$ cat config.mk
export PLATFORM = sky130hd
export DESIGN_NAME = mmio_console_flat
export DESIGN_NICKNAME = d
export VERILOG_FILES = /design/src/rtl/mmio_console_pkg.sv /design/src/rtl/mmio_console_if.sv /design/src/rtl/mmio_console_uart_tx_8n1.sv /design/src/rtl/mmio_console.sv /design/src/flat_wrapper.sv
export SDC_FILE = /design/constraint.sdc
export NUM_CORES = 1
export LEC_CHECK = 0
export CORE_ASPECT_RATIO = 0.75
export CORE_MARGIN = 8
export CORE_UTILIZATION = 42
export CTS_BUF_LIST = sky130_fd_sc_hd__clkbuf_4 sky130_fd_sc_hd__clkbuf_8
export CTS_CLUSTER_SIZE = 10
export DETAILED_ROUTE_END_ITERATION = 8
export HOLD_SLACK_MARGIN = 0.12
export MAX_ROUTING_LAYER = met4
export PLACE_DENSITY = 0.93
export SLEW_MARGIN = 20
export SYNTH_ARGS = -nofsm -noshare
export SYNTH_HDL_FRONTEND = slang
export SYNTH_SLANG_ARGS = --single-unit
export TNS_END_PERCENT = 1
$ cat constraint.sdc
create_clock -name clk -period 4.1 [get_ports clk]
set_input_delay 0.82 -clock clk [delete_from_list [all_inputs] [get_ports clk]]
set_output_delay 0.82 -clock clk [all_outputs]
set_load 0.005 [all_outputs]
$ cat src/rtl/mmio_console_pkg.sv
// Shared constants for the memory-mapped console: register offsets,
// STATUS bit positions, interrupt codes and the UART transmitter states.
package mmio_console_pkg;

    // Register offsets within the 32-byte window (bus_address[4:0])
    localparam logic [4:0] TX_OFF   = 5'h00;
    localparam logic [4:0] STAT_OFF = 5'h08;
    localparam logic [4:0] RX_OFF   = 5'h10;

    // STATUS/CTRL bit positions
    localparam int ST_RX_NONEMPTY = 0;
    localparam int ST_TX_HOLD     = 1;
    localparam int ST_TX_BUSY     = 2;
    localparam int ST_RX_OVERRUN  = 3;
    localparam int ST_TX_DROP     = 4;
    localparam int ST_RX_IE       = 8;
    localparam int ST_RX_COUNT    = 9;   // rx_count occupies [11:9]

    // Interrupt vector codes presented to the core
    localparam logic [3:0] IRQ_NONE    = 4'd0;
    localparam logic [3:0] IRQ_CONSOLE = 4'd1;

    // 8N1 transmitter frame phases
    typedef enum logic [1:0] {
        TX_IDLE  = 2'd0,
        TX_START = 2'd1,
        TX_DATA  = 2'd2,
        TX_STOP  = 2'd3
    } tx_state_t;

endpackage

$ cat src/rtl/mmio_console_if.sv
// Single-cycle 64-bit CPU bus as seen by the console: the core is the
// master, the console responds with combinational read data.
interface mmio_console_if;
    logic [63:0] bus_address;
    logic [63:0] bus_write_data;
    logic        bus_write_enable;
    logic        bus_read_enable;
    logic [63:0] bus_read_data;

    modport master (
        output bus_address,
        output bus_write_data,
        output bus_write_enable,
        output bus_read_enable,
        input  bus_read_data
    );

    modport slave (
        input  bus_address,
        input  bus_write_data,
        input  bus_write_enable,
        input  bus_read_enable,
        output bus_read_data
    );
endinterface

$ cat src/rtl/mmio_console_uart_tx_8n1.sv
// 8N1 serialiser: start bit, eight data bits LSB first, stop bit, each held
// for CLKS_PER_BIT cycles. A pending byte is taken either from idle or at the
// very end of a stop bit, so queued frames go out with no idle gap.
module uart_tx_8n1
    import mmio_console_pkg::*;
#(
    parameter int CLKS_PER_BIT = 434
) (
    input  logic       clk,
    input  logic       reset,
    input  logic       start_i,
    input  logic [7:0] data_i,
    output logic       accept_o,
    output logic       busy_o,
    output logic       tx_o
);

    localparam int              BAUD_W    = $clog2(CLKS_PER_BIT + 1);
    localparam logic [BAUD_W-1:0] BAUD_LAST = BAUD_W'(CLKS_PER_BIT - 1);

    tx_state_t         state_q, state_d;
    logic [BAUD_W-1:0] baud_q, baud_d;
    logic [2:0]        bit_q, bit_d;
    logic [7:0]        shift_q, shift_d;
    logic              tx_q, tx_d;
    logic              baud_done;

    assign baud_done = (baud_q == BAUD_LAST);

    // Next-state, baud/bit counting and line level for the frame in flight
    always_comb begin
        state_d  = state_q;
        baud_d   = baud_q;
        bit_d    = bit_q;
        shift_d  = shift_q;
        accept_o = 1'b0;

        case (state_q)
            TX_IDLE: begin
                if (start_i) begin
                    accept_o = 1'b1;
                    shift_d  = data_i;
                    baud_d   = '0;
                    state_d  = TX_START;
                end
            end
            TX_START: begin
                if (baud_done) begin
                    baud_d  = '0;
                    bit_d   = 3'd0;
                    state_d = TX_DATA;
                end else begin
                    baud_d = baud_q + BAUD_W'(1);
                end
            end
            TX_DATA: begin
                if (baud_done) begin
                    baud_d  = '0;
                    shift_d = shift_q >> 1;
                    if (bit_q == 3'd7) begin
                        state_d = TX_STOP;
                    end else begin
                        bit_d = bit_q + 3'd1;
                    end
                end else begin
                    baud_d = baud_q + BAUD_W'(1);
                end
            end
            TX_STOP: begin
                if (baud_done) begin
                    baud_d = '0;
                    if (start_i) begin
                        accept_o = 1'b1;
                        shift_d  = data_i;
                        state_d  = TX_START;
                    end else begin
                        state_d = TX_IDLE;
                    end
                end else begin
                    baud_d = baud_q + BAUD_W'(1);
                end
            end
            default: state_d = TX_IDLE;
        endcase

        // Line level is registered from the upcoming state so it never glitches
        case (state_d)
            TX_START: tx_d = 1'b0;
            TX_DATA:  tx_d = shift_d[0];
            default:  tx_d = 1'b1;
        endcase
    end

    // Frame state registers; reset abandons any frame and idles the line high
    always_ff @(posedge clk) begin
        if (reset) begin
            state_q <= TX_IDLE;
            baud_q  <= '0;
            bit_q   <= 3'd0;
            shift_q <= 8'd0;
            tx_q    <= 1'b1;
        end else begin
            state_q <= state_d;
            baud_q  <= baud_d;
            bit_q   <= bit_d;
            shift_q <= shift_d;
            tx_q    <= tx_d;
        end
    end

    assign busy_o = (state_q != TX_IDLE);
    assign tx_o   = tx_q;

endmodule

$ cat src/rtl/mmio_console.sv
// Console responder on the 64-bit CPU bus: TX holding register feeding an
// 8N1 serialiser, keyboard receive FIFO, STATUS/CTRL register and an
// acknowledged interrupt request towards the core.
module mmio_console
    import mmio_console_pkg::*;
#(
    parameter logic [63:0] BASE_ADDR    = 64'h8000_0000,
    parameter int          CLKS_PER_BIT = 434,
    parameter int          FIFO_DEPTH   = 4
) (
    input  logic                clk,
    input  logic                reset,
    mmio_console_if.slave       bus,
    input  logic [7:0]          kbd_data,
    input  logic                kbd_valid,
    output logic                uart_tx,
    output logic [3:0]          interrupt_vector,
    input  logic                interrupt_ack
);

    localparam int PTR_W = $clog2(FIFO_DEPTH);
    localparam int CNT_W = PTR_W + 1;

    // RX FIFO storage and bookkeeping
    logic [7:0]       fifo_mem [FIFO_DEPTH];
    logic [PTR_W-1:0] wr_ptr_q, wr_ptr_d;
    logic [PTR_W-1:0] rd_ptr_q, rd_ptr_d;
    logic [CNT_W-1:0] count_q, count_d;

    // Control / status state
    logic       hold_full_q, hold_full_d;
    logic [7:0] hold_byte_q, hold_byte_d;
    logic       rx_overrun_q, rx_overrun_d;
    logic       tx_drop_q, tx_drop_d;
    logic       rx_ie_q, rx_ie_d;
    logic       in_service_q, in_service_d;

    // Decode and handshake terms
    logic        in_window;
    logic [4:0]  offset;
    logic        rd_hit, wr_hit;
    logic        rx_read, stat_write, tx_write;
    logic        fifo_empty, fifo_full;
    logic        pop, push, overrun_evt;
    logic        irq_req, ack_ok;
    logic        tx_accept, tx_busy;
    logic [63:0] status;
    logic        unused_wdata;

    assign in_window  = (bus.bus_address[63:5] == BASE_ADDR[63:5]);
    assign offset     = bus.bus_address[4:0];
    assign rd_hit     = bus.bus_read_enable & in_window;
    assign wr_hit     = bus.bus_write_enable & in_window;
    assign rx_read    = rd_hit & (offset == RX_OFF);
    assign stat_write = wr_hit & (offset == STAT_OFF);
    assign tx_write   = wr_hit & (offset == TX_OFF);

    assign fifo_empty = (count_q == '0);
    assign fifo_full  = (count_q == CNT_W'(FIFO_DEPTH));

    // A pop on the same edge frees the slot a full FIFO would otherwise refuse
    assign pop         = rx_read & ~fifo_empty;
    assign push        = kbd_valid & (~fifo_full | pop);
    assign overrun_evt = kbd_valid & fifo_full & ~pop;

    assign irq_req          = ~fifo_empty & rx_ie_q & ~in_service_q;
    assign interrupt_vector = irq_req ? IRQ_CONSOLE : IRQ_NONE;
    assign ack_ok           = interrupt_ack & irq_req;

    // Only the low byte and the CTRL bits of write data carry meaning
    assign unused_wdata = ^bus.bus_write_data[63:9];

    // STATUS word assembled from live state
    always_comb begin
        status                             = '0;
        status[ST_RX_NONEMPTY]             = ~fifo_empty;
        status[ST_TX_HOLD]                 = hold_full_q;
        status[ST_TX_BUSY]                 = tx_busy;
        status[ST_RX_OVERRUN]              = rx_overrun_q;
        status[ST_TX_DROP]                 = tx_drop_q;
        status[ST_RX_IE]                   = rx_ie_q;
        status[ST_RX_COUNT +: 3]           = 3'(count_q);
    end

    // Combinational read mux; TX_DATA reads alias STATUS
    always_comb begin
        bus.bus_read_data = '0;
        if (rd_hit) begin
            case (offset)
                TX_OFF, STAT_OFF: bus.bus_read_data = status;
                RX_OFF: begin
                    if (!fifo_empty) begin
                        bus.bus_read_data = {56'd0, fifo_mem[rd_ptr_q]};
                    end
                end
                default: bus.bus_read_data = '0;
            endcase
        end
    end

    // Next-state for FIFO pointers, holding register, flags and interrupt service
    always_comb begin
        wr_ptr_d     = push ? wr_ptr_q + PTR_W'(1) : wr_ptr_q;
        rd_ptr_d     = pop  ? rd_ptr_q + PTR_W'(1) : rd_ptr_q;
        count_d      = count_q;
        hold_full_d  = hold_full_q;
        hold_byte_d  = hold_byte_q;
        tx_drop_d    = tx_drop_q;
        rx_ie_d      = rx_ie_q;
        rx_overrun_d = rx_overrun_q;
        in_service_d = in_service_q;

        case ({push, pop})
            2'b10:   count_d = count_q + CNT_W'(1);
            2'b01:   count_d = count_q - CNT_W'(1);
            default: count_d = count_q;
        endcase

        // Flags: write-1-to-clear, but a fresh event on the same edge wins
        if (stat_write) begin
            rx_ie_d = bus.bus_write_data[ST_RX_IE];
            if (bus.bus_write_data[ST_RX_OVERRUN]) rx_overrun_d = 1'b0;
            if (bus.bus_write_data[ST_TX_DROP])    tx_drop_d    = 1'b0;
        end
        if (overrun_evt) rx_overrun_d = 1'b1;

        // The serialiser empties the holding register when it takes the byte;
        // a write sees the register as it was before this edge
        if (tx_accept) hold_full_d = 1'b0;
        if (tx_write) begin
            if (hold_full_q) begin
                tx_drop_d = 1'b1;
            end else begin
                hold_full_d = 1'b1;
                hold_byte_d = bus.bus_write_data[7:0];
            end
        end

        if (rx_read) begin
            in_service_d = 1'b0;
        end else if (ack_ok) begin
            in_service_d = 1'b1;
        end
    end

    // Control and FIFO bookkeeping registers
    always_ff @(posedge clk) begin
        if (reset) begin
            wr_ptr_q     <= '0;
            rd_ptr_q     <= '0;
            count_q      <= '0;
            hold_full_q  <= 1'b0;
            hold_byte_q  <= 8'd0;
            tx_drop_q    <= 1'b0;
            rx_ie_q      <= 1'b1;
            rx_overrun_q <= 1'b0;
            in_service_q <= 1'b0;
        end else begin
            wr_ptr_q     <= wr_ptr_d;
            rd_ptr_q     <= rd_ptr_d;
            count_q      <= count_d;
            hold_full_q  <= hold_full_d;
            hold_byte_q  <= hold_byte_d;
            tx_drop_q    <= tx_drop_d;
            rx_ie_q      <= rx_ie_d;
            rx_overrun_q <= rx_overrun_d;
            in_service_q <= in_service_d;
        end
    end

    // FIFO storage; contents are don't-care once the pointers are reset
    always_ff @(posedge clk) begin
        if (push) begin
            fifo_mem[wr_ptr_q] <= kbd_data;
        end
    end

    uart_tx_8n1 #(
        .CLKS_PER_BIT(CLKS_PER_BIT)
    ) u_uart_tx (
        .clk      (clk),
        .reset    (reset),
        .start_i  (hold_full_q),
        .data_i   (hold_byte_q),
        .accept_o (tx_accept),
        .busy_o   (tx_busy),
        .tx_o     (uart_tx)
    );

endmodule

$ cat src/flat_wrapper.sv
// flat-port wrapper written by rule: the top's interface ports become plain ports
module mmio_console_flat import mmio_console_pkg::*;
#(
    parameter logic [63:0] BASE_ADDR    = 64'h8000_0000,
    parameter int          CLKS_PER_BIT = 434,
    parameter int          FIFO_DEPTH   = 4
)
  (clk, reset, kbd_data, kbd_valid, uart_tx, interrupt_vector, interrupt_ack, bus_bus_address, bus_bus_write_data, bus_bus_write_enable, bus_bus_read_enable, bus_bus_read_data);
  mmio_console_if bus_i ();
  input  logic clk;
  input  logic reset;
  input  logic [7:0] kbd_data;
  input  logic kbd_valid;
  output logic uart_tx;
  output logic [3:0] interrupt_vector;
  input  logic interrupt_ack;
  input wire logic [$bits(bus_i.bus_address)-1:0] bus_bus_address;
  input wire logic [$bits(bus_i.bus_write_data)-1:0] bus_bus_write_data;
  input wire logic [$bits(bus_i.bus_write_enable)-1:0] bus_bus_write_enable;
  input wire logic [$bits(bus_i.bus_read_enable)-1:0] bus_bus_read_enable;
  output wire logic [$bits(bus_i.bus_read_data)-1:0] bus_bus_read_data;
  assign bus_i.bus_address = bus_bus_address;
  assign bus_i.bus_write_data = bus_bus_write_data;
  assign bus_i.bus_write_enable = bus_bus_write_enable;
  assign bus_i.bus_read_enable = bus_bus_read_enable;
  assign bus_bus_read_data = bus_i.bus_read_data;
  mmio_console #(.BASE_ADDR(BASE_ADDR), .CLKS_PER_BIT(CLKS_PER_BIT), .FIFO_DEPTH(FIFO_DEPTH)) u_core (.clk(clk), .reset(reset), .bus(bus_i), .kbd_data(kbd_data), .kbd_valid(kbd_valid), .uart_tx(uart_tx), .interrupt_vector(interrupt_vector), .interrupt_ack(interrupt_ack));
endmodule
# Word level (Yosys, flattened, before mapping)
# Memory sizes are Yosys's and may differ from the RTL's. A register that Yosys moved wholly into a read port is not among the register bits.
# Index checks and enable logic that the tools add are counted.
# totals
reg_bits	43
ram_bits	32
in_bits	142
output_inout_bits	69
elab_cells	115
memories	1
# classes
add_sub_neg	6
n_eq_ne	18
n_mux	41
bitwise	18
n_reduce_logical	16
# mem_list
memory	words	width	rd	rd_clocked_by_memory_dff	write_ports	line	rtl
u_core.fifo_mem	4	8	1	1	1	mmio_console.sv:25	logic [7:0] fifo_mem [FIFO_DEPTH];
# op_table
operator	count
$pmux 64 s2	1
$mux 64	1
$eq 59x27->1 const B	1
$mux 8	4
$pmux 8 s3	1
$mux 9	2
$pmux 9 s2	1
$mux 1	16
$mux 2	7
$and 1x1->1	12
$pmux 3 s2	2
$reduce_bool 2->1	5
$add 9x1->9 const B	1
$eq 9x9->1 const B	1
$mux 3	3
$eq 2x2->1 const B	4
$ne 2x2->1 const B	4
$pmux 2 s4	1
$add 3x1->3 const B	2
$eq 2x1->1 const B	3
$eq 3x3->1 const B	2
$eq 5x4->1 const B	1
$eq 5x5->1 const B	1
$logic_not 5->1	1
other kinds (14)	22

# Depth between registers and ports, before layout
# Gate-level depths: netlist (run 1).
# logic_depth
word_depth	8
depth_mapped	11
ltp_nobuf	11

# By module
# Synthesis (run 1) repeated with hierarchy kept, for this count alone.
# hier_totals
cells_unflattened	453
area_unflattened_um2	4530.6
# by_module_without_submodules
module	n_inst	cells_each	area_each_um2
mmio_console	1	285	3125.5
uart_tx_8n1	1	168	1405.1

# Least setup slack after synthesis (run 1)
# Ideal clock, no wire load.
# synth_path
kind	input to register
startpoint	input bus_bus_address[43]
endpoint	register u_core.count_q[1]
setup_time_ns	0.134
arrival_ns	3.645
required_time_ns	3.966
slack_ns	0.321
stages	10
n_path_buf	0
path_cell_list	nor4_4 nand4_1 nor4_1 nand3_1 inv_1 nand2_1 fa_1 nor3_1 mux2_1 or4_1
# synth_between
elab_chain_cells	8
# synth_lines
item	line	rtl
start: declaration	flat_wrapper.sv:17	input wire logic [$bits(bus_i.bus_address)-1:0] bus_bus_address;
$eq 59x27->1 *	mmio_console.sv:50	assign in_window = (bus.bus_address[63:5] == BASE_ADDR[63:5]);
$and 1x1->1 *	mmio_console.sv:52	assign rd_hit = bus.bus_read_enable & in_window;
$and 1x1->1 *	mmio_console.sv:54	assign rx_read = rd_hit & (offset == RX_OFF);
$and 1x1->1 *	mmio_console.sv:62	assign pop = rx_read & ~fifo_empty;
$or 1x1->1	mmio_console.sv:63	assign push = kbd_valid & (~fifo_full | pop);
$and 1x1->1	mmio_console.sv:63	
$eq 2x1->1 / $eq 2x2->1 (equally long branches)	mmio_console.sv:113	case ({push, pop})
$pmux 3 s2 / $reduce_bool 2->1 (equally long branches)	-	
end signal: assignment	mmio_console.sv:161	count_q <= count_d;
end: declaration	mmio_console.sv:28	logic [CNT_W-1:0] count_q, count_d;
# Every way passes the cells marked *; elsewhere a longest branch is shown, timed or not.
# A chain may end at the register's enable or synchronous reset.

# Final worst setup path (run 1)
# layout_path
startpoint	input bus_bus_address[24]
endpoint	output bus_bus_read_data[11]
# layout_between
elab_chain_cells	3
# layout_lines
item	line	rtl
$eq 59x27->1	mmio_console.sv:50	
$and 1x1->1	mmio_console.sv:52	
$mux 64	mmio_console.sv:88	if (rd_hit) begin
end: declaration	flat_wrapper.sv:21	output wire logic [$bits(bus_i.bus_read_data)-1:0] bus_bus_read_data;
# No other way between the ends.

==> results of run 1 <==
[registers in the layout, summed over array words and instances, names as in the netlist, named ones only]
register and count:
u_core.fifo_mem 32, u_core.u_uart_tx.baud_q 9, u_core.hold_byte_q 8, u_core.u_uart_tx.shift_q 8, u_core.count_q 3, u_core.u_uart_tx.bit_q 3
u_core.rd_ptr_q 2, u_core.u_uart_tx.state_q 2, u_core.wr_ptr_q 2, u_core.hold_full_q 1, u_core.in_service_q 1, u_core.rx_ie_q 1
u_core.rx_overrun_q 1, u_core.tx_drop_q 1, u_core.u_uart_tx.tx_o 1
[cell usage after synthesis (4+ instances only)]
master and instances:
a22oi_1 7, nor2b_1 6, a22o_1 10, mux2i_1 11, and2_1 10, nor3b_1 4
nor2_1 48, buf_4 56, and3_1 8, nor4_1 29, dfxtp_1 45, a311oi_1 4
nand2_1 19, o21ai_0 8, edfxtp_1 32, nand4_1 11, nor3_1 11, clkbuf_1 15
ha_1 12, nand3_1 4, inv_1 16, a21oi_1 20, mux4_2 8
[timing repair]
action	in CTS	in global routing
gates resized for setup	0	20
buffers inserted	0	0
hold buffers	0	0
endpoints found under the setup margin	0	9
[where the power goes]
| group | switching, W | internal, W | leakage [nW] | total (W) |
|---|---|---|---|---|
| logic | 0.0000994 | 0.000109 | 1.36 | 0.000209 |
| clock network | 0.000321 | 0.000297 | 0.109 | 0.000618 |
| registers | 0.0000107 | 0.000821 | 0.657 | 0.000831 |
[cells by family (layout without fill, tap and decap cells)]
logic type	count (synthesis)	count (layout)
AOI/OAI and AO/OA	63	63
buffers and inverters	88	142
and+or+nand+nor	166	166
DFF	77	77
muxes	22	22
adders and majority gates	13	13
other	1	55
xor gates and xnor gates	4	4
[layout by cell type, fill, tap and decap left out, drive strengths merged, types with 2 or more instances in the layout]
master,netlist,layout
mux2,3,3
inv,16,21
a22oi,7,7
buf,57,10
a311oi,4,4
nor2,48,48
and2,10,10
conb,1,55
nor4,31,31
dlymetal6s2s,0,8
edfxtp,32,32
nand2b,2,2
clkdlybuf4s50,0,92
a22o,10,10
or4,2,2
and3,8,8
nor4b,3,3
nor2b,6,6
dfxtp,45,45
mux2i,11,11
nand2,19,19
o21ai,9,9
nand3,4,4
nand4,12,12
clkbuf,15,9
ha,12,12
a21oi,20,20
xnor2,3,3
mux4,8,8
a31oi,3,3
nor3,11,11
nor3b,4,4
[through the flow]
stage,TNS (ps),instances
global route,-34.7,678
floorplan,0,488
finish,0,678
global placement,0,662
CTS,0,678
detailed placement,0,662
[worst min-delay path, stage by stage (launching register included)]
cell and delay (ps):
dfxtp_1 320, nand2_1 60, a21oi_1 50
[path summary, 6_finish.rpt]
check,from,end,depth (start not counted)
max reg2reg,u_core.count_q[2]$_SDFFE_PP0P_,u_core.count_q[1]$_SDFFE_PP0P_,8
min reg2reg,u_core.u_uart_tx.bit_q[1]$_SDFFE_PP0P_,u_core.u_uart_tx.bit_q[1]$_SDFFE_PP0P_,2
min,u_core.u_uart_tx.bit_q[1]$_SDFFE_PP0P_,u_core.u_uart_tx.bit_q[1]$_SDFFE_PP0P_,2
max,bus_bus_address[24],bus_bus_read_data[11],10
[routing by layer]
| metal | GRT usage, % | vias to the layer above | part of all wire [%] |
|---|---|---|---|
| li1 | - | 1696 | - |
| met1 | 18.0 | 1734 | 36 |
| met2 | 33.9 | 231 | 53 |
| met3 | 5.41 | 35 | 8.6 |
| met4 | 6.96 | 0 | 2.4 |
| met5 | - | - | 0 |
[area by class of cell]
type                            instances  area, sq um  share of cell area (%)
Multi-Input combinational cell        323         2140                    38.6
Sequential cell                        77         1860                    33.6
Timing Repair Buffer                  110         1100                    19.8
Tap cell                              136          170                    3.07
Clock buffer                            9          124                    2.24
Clock inverter                          7         87.6                    1.58
Inverter                               16         60.1                    1.08
==> impl_metrics.csv, run 1 <==
group,metric,value,unit
place,placement.io_buffers,100,
synthesis,synth_top_cell_by_area,"edfxtp_1",
worst_setup_path,critPathMaxFanout,5,
routing,wire_per_inst,18.4,um
routing,first_pass_iters,7,
place,dp_hpwl,9530,um
clock_network,cts_made_buffers,9,
die,die_x,133,um
timing,clock_skew,6.81,ps
worst_setup_path,slowest_stage,"clkdlybuf4s50_1",
synthesis,synth-edff-count,32,
final_layout,syn_to_final_growth,29.5,%
timing,hold_violations,0,
worst_setup_path,critPathArrivalTime,3160,ps
timing,holdWs,474,ps
synthesis,async_flop_share,0,%
clock_network,cts_sinks,77,
timing,fin_crit_sh,97.1,%
pwr,peakVddDrop,0.297,mV
synthesis,ys_seq_area_share,43.5,%
synthesis,synth.top_cell.area_share,22.5,%
clock_network,worstSkewPairLatency,360,ps
final_layout,antenna_cells,0,
synthesis,synth_xor_area_share,0.819,%
place,dpl_cell_area,5250,sq um
synthesis,syn_area_per_cell,9.86,sq um
synthesis,synthMuxAreaShare,7.57,%
synthesis,yosys.area_share.simple,21.5,%
clock_network,htree_levels,3,
worst_setup_path,cp.required,3280,ps
clock_network,clock_path_buffers,2,
routing,finalWirelength,12400,um
final_layout,drive_above_1_share,9.96,%
pwr,cellPowerDensity,299,nW/um^2
worst_setup_path,path_cells,"clkdlybuf4s50_1 > nor4_2 > nand4_1 > nor4_2 > buf_4 > nand2_1 > nor2_2 > buf_6 > and2_1 > clkdlybuf4s50_1",
flow_run,maxCapViolCount,0,
die,die_h,103,um
synthesis,yosysWarningCount,0,
die,core_area,10100,sq um
final_layout,nets,692,
grt,antenna_found_initial,0,
grt,grt_pass1_wl,19500,um
synthesis,synth_area_leaders,"edfxtp_1, dfxtp_1, buf_4, nor4_1, mux4_2",
routing,antenna_left,0,
worst_setup_path,critPathCaptureType,"output port",
grt,grt_max_degree,42,
grt,grt_usage,18.2,%
final_layout,n_fill_cell,853,
die,dieArea,13700,sq um
worst_setup_path,path_buf_inv,4,
synthesis,netlist_instances,434,
synthesis,synth_area,4280,sq um
worst_setup_path,critical_path.max_stage_delay,510,ps
timing,worst_pin_slew,918,ps
timing,max-slew-margin-rel,38.3,%
routing,num_vias,3696,
timing,fmax,251,MHz
pwr,power_leakage,2.12,nW
timing,setup_viol,0,
timing,fin_ws,118,ps
synthesis,synthFlopType,"dfxtp_1",
grt,overflow,0,
worst_setup_path,cp_top_family,"buffers and inverters",
final_layout,finalCoreUtilization,54.9,%
routing,vias_per_cell,5.45,
worst_hold_path,hp-class,"reg2reg",
synthesis,synth_seq_cells,77,
synthesis,ys_types,54,
clock_network,clk_pin_slew,80,ps
synthesis,synth_compound_area_share,9.88,%
routing,drcViolationCount,0,
synthesis,synth_fa_ha_area_share,3.98,%
clock_network,cts_tree,"done",
die,placementRows,32,
run_status,outcome,"finished, final reports clean",
final_layout,design_area,5540,sq um
timing,final_max_slew_viol_count,0,
place,gp_congestion,0.915,
synthesis,synth_top_family_by_area,"simple AND/OR/NAND/NOR gates",
place,dpl_worst_slack,64.4,ps
pwr,power,0.00166,W
timing,finalCriticalPeriod,3980,ps
routing,drt_iter0_drc,297,
die,ios,211,
worst_setup_path,path_class,"in2out",
clock_network,cts-root-buf,"clkbuf_8",
worst_setup_path,r2r_slack,1530,ps
worst_setup_path,critPathLaunchType,"input pin",
die,start_util,42.4,%
grt,grt_pass1_vias,3884,
Power figures use the tool's default switching activity.
==> inputs of run 2 (changes only) <==
Settings changed: ABC_CLOCK_PERIOD_IN_PS set to 4100, CORE_UTILIZATION 42 to 43, SKIP_LAST_GASP set to 1, SYNTH_HIERARCHICAL set to 1.
==> impl_metrics.csv, run 2 <==
group,metric,value,unit
run_status,outcome,"complete, but fails checks",
run_status,violations,"setup timing",
timing,hold_violations,0,
routing,num_vias,3885,
worst_setup_path,r2r_start,"u_core/count_q[2]$_SDFFE_PP0P_",
final_layout,final_cells,699,
die,ios,211,
routing,finalWirelength,12900,um
final_layout,drive_above_1_share,11.5,%
die,die_h,105,um
routing,wire_per_inst,18.5,um
worst_setup_path,crit_start,"bus_bus_address[58]",
timing,setup_viol,2,
timing,rsz0062_at_grt,"true",
clock_network,cts_tree,"done",
pwr,power,0.00198,W
timing,final_max_slew_viol_count,0,
pwr,cellPowerDensity,340,nW/um^2
synthesis,syn_area_per_cell,10.0,sq um
grt,antenna_found_initial,0,
synthesis,yosysWarningCount,6,
synthesis,synth_common_cells,"buf_4, nor2_1, dfxtp_1, edfxtp_1, nor4_1",
worst_hold_path,hp-class,"reg2reg",
grt,grt_usage,18.2,%
place,dp_hpwl,9930,um
synthesis,yosysMostFrequentCell,"buf_4",
flow_run,maxCapViolCount,0,
worst_setup_path,critPathCaptureType,"output port",
die,start_util,44.0,%
timing,max-slew-margin-rel,50.3,%
timing,worst_pin_slew,743,ps
synthesis,synth_area_leaders,"edfxtp_1, dfxtp_1, buf_4, nor2_1, mux2i_1",
synthesis,ys_seq_area_share,41.1,%
synthesis,async_flop_share,0,%
timing,tns,-31.2,ps
timing,fin_ws,-16.6,ps
final_layout,final_cell_mix,"clkdlybuf4s50_1, nor2_1, conb_1, dfxtp_1, edfxtp_1",
timing,holdWs,504,ps
routing,drt_iter0_drc,405,
synthesis,netlist_instances,453,
worst_setup_path,worstSetupEndpoint,"bus_bus_read_data[2]",
grt,overflow,0,
worst_setup_path,cp.required,3280,ps
die,dieArea,14100,sq um
die,die_x,135,um
synthesis,synth-edff-count,32,
place,gp_congestion,1.02,
clock_network,clk_pin_slew,80,ps
synthesis,ys_types,68,
synthesis,synthFlopType,"dfxtp_1",
worst_setup_path,path_class,"in2out",
clock_network,cts_made_buffers,9,
timing,fmax,243,MHz
die,core_area,10300,sq um
grt,grt_pass1_wl,19800,um
clock_network,clock_path_buffers,2,
clock_network,worstSkewPairLatency,360,ps
pwr,power_leakage,2.16,nW
place,dpl.cell_count,681,
routing,vias_per_cell,5.56,
clock_network,cts_sinks,77,
synthesis,synth.top_cell.area_share,21.2,%
timing,fin_crit_sh,100,%
clock_network,cts_hold_buffers,0,
synthesis,synth_seq_cells,77,
routing,first_pass_iters,7,
grt,grt_pass1_vias,3809,
final_layout,nets,715,
synthesis,synth_area,4530,sq um
worst_setup_path,critPathArrivalTime,3300,ps
die,placementRows,32,
routing,drcViolationCount,0,
worst_setup_path,r2r_slack,1520,ps
worst_setup_path,critPathMaxFanout,6,
synthesis,synth_top_cell_by_area,"edfxtp_1",
final_layout,largest_register_ffs,32,
final_layout,final_common_cell,"clkdlybuf4s50_1",
timing,clock_skew,5.56,ps
clock_network,htree_levels,3,
final_layout,largest-register,"u_core/fifo_mem",
worst_setup_path,critPathLaunchType,"input pin",
final_layout,antenna_cells,0,
final_layout,reg_top3,"u_core/fifo_mem (32), u_core/u_uart_tx/baud_q (9)",
timing,finalCriticalPeriod,4120,ps
final_layout,finalCoreUtilization,56.5,%
final_layout,syn_to_final_growth,28.3,%
place,placement.io_buffers,100,
clock_network,cts-root-buf,"clkbuf_8",
routing,antenna_left,0,
worst_setup_path,timing.rr.end,"u_core/count_q[1]$_SDFFE_PP0P_",
grt,grt_max_degree,31,
pwr,peakVddDrop,0.233,mV
worst_setup_path,rr_worst_depth,11,
==> run 2: where the power goes <==
group | total, W | internal, W | switching [W]
logic | 0.000372 | 0.000170 | 0.000202
clock network | 0.000743 | 0.000463 | 0.000280
registers | 0.000861 | 0.000833 | 0.0000275
total | 0.00198 | 0.00147 | 0.000509
==> run 2: worst max-delay path, stage by stage <==
cell and delay, ps:
clkdlybuf4s50_1 450, nor4_1 340, nand4_1 220, nor4_4 310
nand2_1 150, nor2_1 130, buf_4 180, a22o_1 180
clkdlybuf4s50_1 510
==> run 2: kinds of logic after synthesis <==
family                     Yosys count  share of synthesized area, %
AOI/OAI and AO/OA                   68                          11.3
adders and majority gates           15                          4.31
and+or+nand+nor                    160                          19.9
other                                1                        0.0828
xor gates and xnor gates            12                          2.32
buffers and inverters               93                          12.8
muxes                               27                          8.28
DFF                                 77                          41.1
==> run 2: cell type report <==
type | instances | area, sq um
fill | 830 | 4480
inverter | 20 | 75.1
multi-input combinational | 337 | 2340
timing repair buffer | 113 | 1100
clock buffer | 9 | 124
sequential | 77 | 1860
clock inverter | 7 | 138
tap | 136 | 170
==> run 2: stage by stage <==
| step | instance area, sq um | worst slack, ps |
|---|---|---|
| detailed placement | 5480 | -20.9 |
| global route | 5810 | -126 |
| CTS | 5770 | 26.4 |
| finish | 5810 | -16.6 |
| global placement | 5480 | -25.9 |
| floorplan | 4730 | 779 |
==> run 2: repair_timing <==
action / CTS / global route
resized for setup: 6 / 4
pin swaps: 2 / 6
setup endpoints to repair: 3 / 9
setup buffers: 0 / 2
==> run 2: worst min path at each step <==
stage / from / endpoint / slack [ps] / depth (start not counted)
final: u_core/hold_byte_q[4]$_SDFFE_PP0P_ / u_core/hold_byte_q[4]$_SDFFE_PP0P_ / 500 / 2
after global routing: u_core/hold_byte_q[0]$_SDFFE_PP0P_ / u_core/hold_byte_q[0]$_SDFFE_PP0P_ / 550 / 2
after CTS: u_core/hold_byte_q[4]$_SDFFE_PP0P_ / u_core/hold_byte_q[4]$_SDFFE_PP0P_ / 510 / 2
after detailed placement: u_core/hold_byte_q[4]$_SDFFE_PP0P_ / u_core/hold_byte_q[4]$_SDFFE_PP0P_ / 500 / 2
after global placement: u_core/hold_byte_q[0]$_SDFFE_PP0P_ / u_core/hold_byte_q[0]$_SDFFE_PP0P_ / 480 / 2
after floorplan: u_core/rx_overrun_q$_SDFFE_PP0P_ / u_core/rx_overrun_q$_SDFFE_PP0P_ / 450 / 2
==> run 2: routing by layer <==
layer	track usage (%)	up-vias	part of all wire (%)
met5	-	-	0
met4	6.24	0	3.1
met3	5.07	56	9.7
met2	29.9	252	48
met1	21.1	1817	39
li1	-	1760	-
==> variant (config.mk and constraints of run 1) <==
`shift_q` no longer has a reset.
--- a/src/rtl/mmio_console_uart_tx_8n1.sv
+++ b/src/rtl/mmio_console_uart_tx_8n1.sv
@@ -97,15 +97,17 @@
             state_q <= TX_IDLE;
             baud_q  <= '0;
             bit_q   <= 3'd0;
-            shift_q <= 8'd0;
             tx_q    <= 1'b1;
         end else begin
             state_q <= state_d;
             baud_q  <= baud_d;
             bit_q   <= bit_d;
-            shift_q <= shift_d;
             tx_q    <= tx_d;
         end
+    end
+
+    always_ff @(posedge clk) begin
+        shift_q <= shift_d;
     end
 
     assign busy_o = (state_q != TX_IDLE);
Behaviour: same outputs for any inputs over 4 cycles, from zero or initial values and one cycle with reset high; that may be too few to reach the edited logic, so the function may still have changed.
==> variant against run 1 <==
Cell count down 0.74%; fmax down 1.3%; setup slack worse by 51 ps; power up 1.0%; sequential cell count unchanged; cell area up 2.8%; register-to-register slack better by 290 ps; core utilization up 0.68 points; non-clock buffer count up 6; wire length down 4.3%; area after synthesis up 2.8%.
==> variant: results (changes against run 1) <==
INFO  metric synth.top_cells.by_area = sky130_fd_sc_hd__edfxtp_1, sky130_fd_sc_hd__dfxtp_1, sky130_fd_sc_hd__buf_4
INFO  metric n_fill_cell = 841 (-1.4%)
INFO  metric grt_first_pass_wirelength = 18220 um (-6.4%)
INFO  metric post_route_cells_drive_above_1_share = 12.85% (+2.9 points)
INFO  metric placedInstanceArea = 0.005413 sq mm (+3.1%)
INFO  metric groute.usage.overall = 16.37% (-1.8 points)
INFO  metric vdd_drop_max = 0.3091 mV (+4.1%)
INFO  metric first_global_vias = 3681 (-5.2%)
INFO  metric critical_path_peak_fanout = 6 (+1)
INFO  metric finalNonFillerCells = 673 (-0.74%)
INFO  metric number_of_nets_in_the_final_layout = 687 (-0.72%)
INFO  metric timing_worst_slew_pin_value = 1081 ps (+163.1 ps)
INFO  metric cp_data_arrival_time = 3210 ps (+50 ps)
INFO  metric leakage_power = 0.002271 uW (+6.9%)
INFO  metric drt_pre_antenna_iters = 5 (-2)
INFO  metric place_inst = 656 (-0.91%)
INFO  metric via_per_inst = 5.306 (-2.7%)
INFO  metric synth_commonest_cells = sky130_fd_sc_hd__buf_4, sky130_fd_sc_hd__nor2_1, sky130_fd_sc_hd__edfxtp_1
INFO  metric part_of_the_yosys_area_used_for_sequential_elements = 43.91% (+0.40 points)
INFO  metric run_status = completed
INFO  metric post-dp-hpwl = 9098 um (-4.5%)
INFO  metric gp_routability_congestion = 0.8972 (-2.0%)
INFO  metric switching_share = 27.29% (+1.3 points)
INFO  metric post_synth_num_cell_types = 57 (+5.6%)
INFO  metric drt_iter0_drc = 157 (-47%)
INFO  metric largest_net_degree_at_the_start_of_global_routing = 28 (-33%)
INFO  metric worst_clock_skew = 5.929 ps (-0.8785 ps)
INFO  metric wl = 11910 um (-4.3%)
==> variant: metrics by stage <==
step	setup WS, ps	hold slack, ps	util (%)	setup TNS [ps]
2_1_floorplan	863.0	453.3	-	0
3_3_place_gp	-7.485	464.5	52.81	-7.485
3_5_place_dp	-71.66	492.6	52.81	-386.5
4_1_cts	1.151	506.7	54.88	0
5_1_grt	-62.30	543.1	55.60	-243.4
6_report	66.91	510.8	55.60	0
==> variant: worst paths after layout <==
check,from,cells after the start,slack [ps],end
hold / removal,u_core.u_uart_tx.bit_q[2],2,510,u_core.u_uart_tx.bit_q[2]
hold reg to reg,u_core.u_uart_tx.bit_q[2],2,510,u_core.u_uart_tx.bit_q[2]
setup reg to reg,u_core.count_q[2],6,1820,u_core.count_q[2]
setup / recovery,bus_bus_address[22],10,70,bus_bus_read_data[2]
==> variant: layout make-up <==
cell class                      instances  area (sq um)  share of cell area, %
Inverter                               12         45.04                 0.7903
Clock buffer                            9         123.9                  2.173
Clock inverter                          7         75.07                  1.317
Multi-Input combinational cell        316          2198                  38.57
Sequential cell                        77          1932                  33.90
Tap cell                              136         170.2                  2.986
Timing Repair Buffer                  116          1155                  20.26
==> variant: critical path, delay by kind of cell <==
kind	cells	cell delay, ps
buf+inv	4	1270
simple gates	5	970
compound gates	1	140
==> variant: routing by layer <==
metal	track usage, %	vias to the layer above	part of all wire [%]
li1	-	1668	-
met2	27.79	168	50
met4	6.315	0	2.0
met3	4.402	24	7.9
met1	17.98	1711	40
met5	-	-	0
==> variant: power groups by stage <==
stage	Combinational [uW]	Sequential [uW]	Clock (uW)
floorplan	130	889	0
global placement	206	895	0
detailed placement	213	900	0
CTS	216	882	582
global route	240	887	609
finish	221	883	572
==> variant: repair_timing <==
item / CTS / global route
resized for setup: 1 / 19
pin swaps: 3 / 4
endpoints found under the setup margin: 9 / 12
hold buffers: 0 / 0
buffers inserted: 1 / 0
==> variant: cells by family after synthesis <==
family,Yosys count,synth area share (%)
other cells,1,0.08524
buf+inv,82,11.77
compound gates,65,9.784
xor+xnor,1,0.1991
flops,77,43.91
simple gates,152,21.22
fa+ha+maj,13,3.868
mux,30,9.158
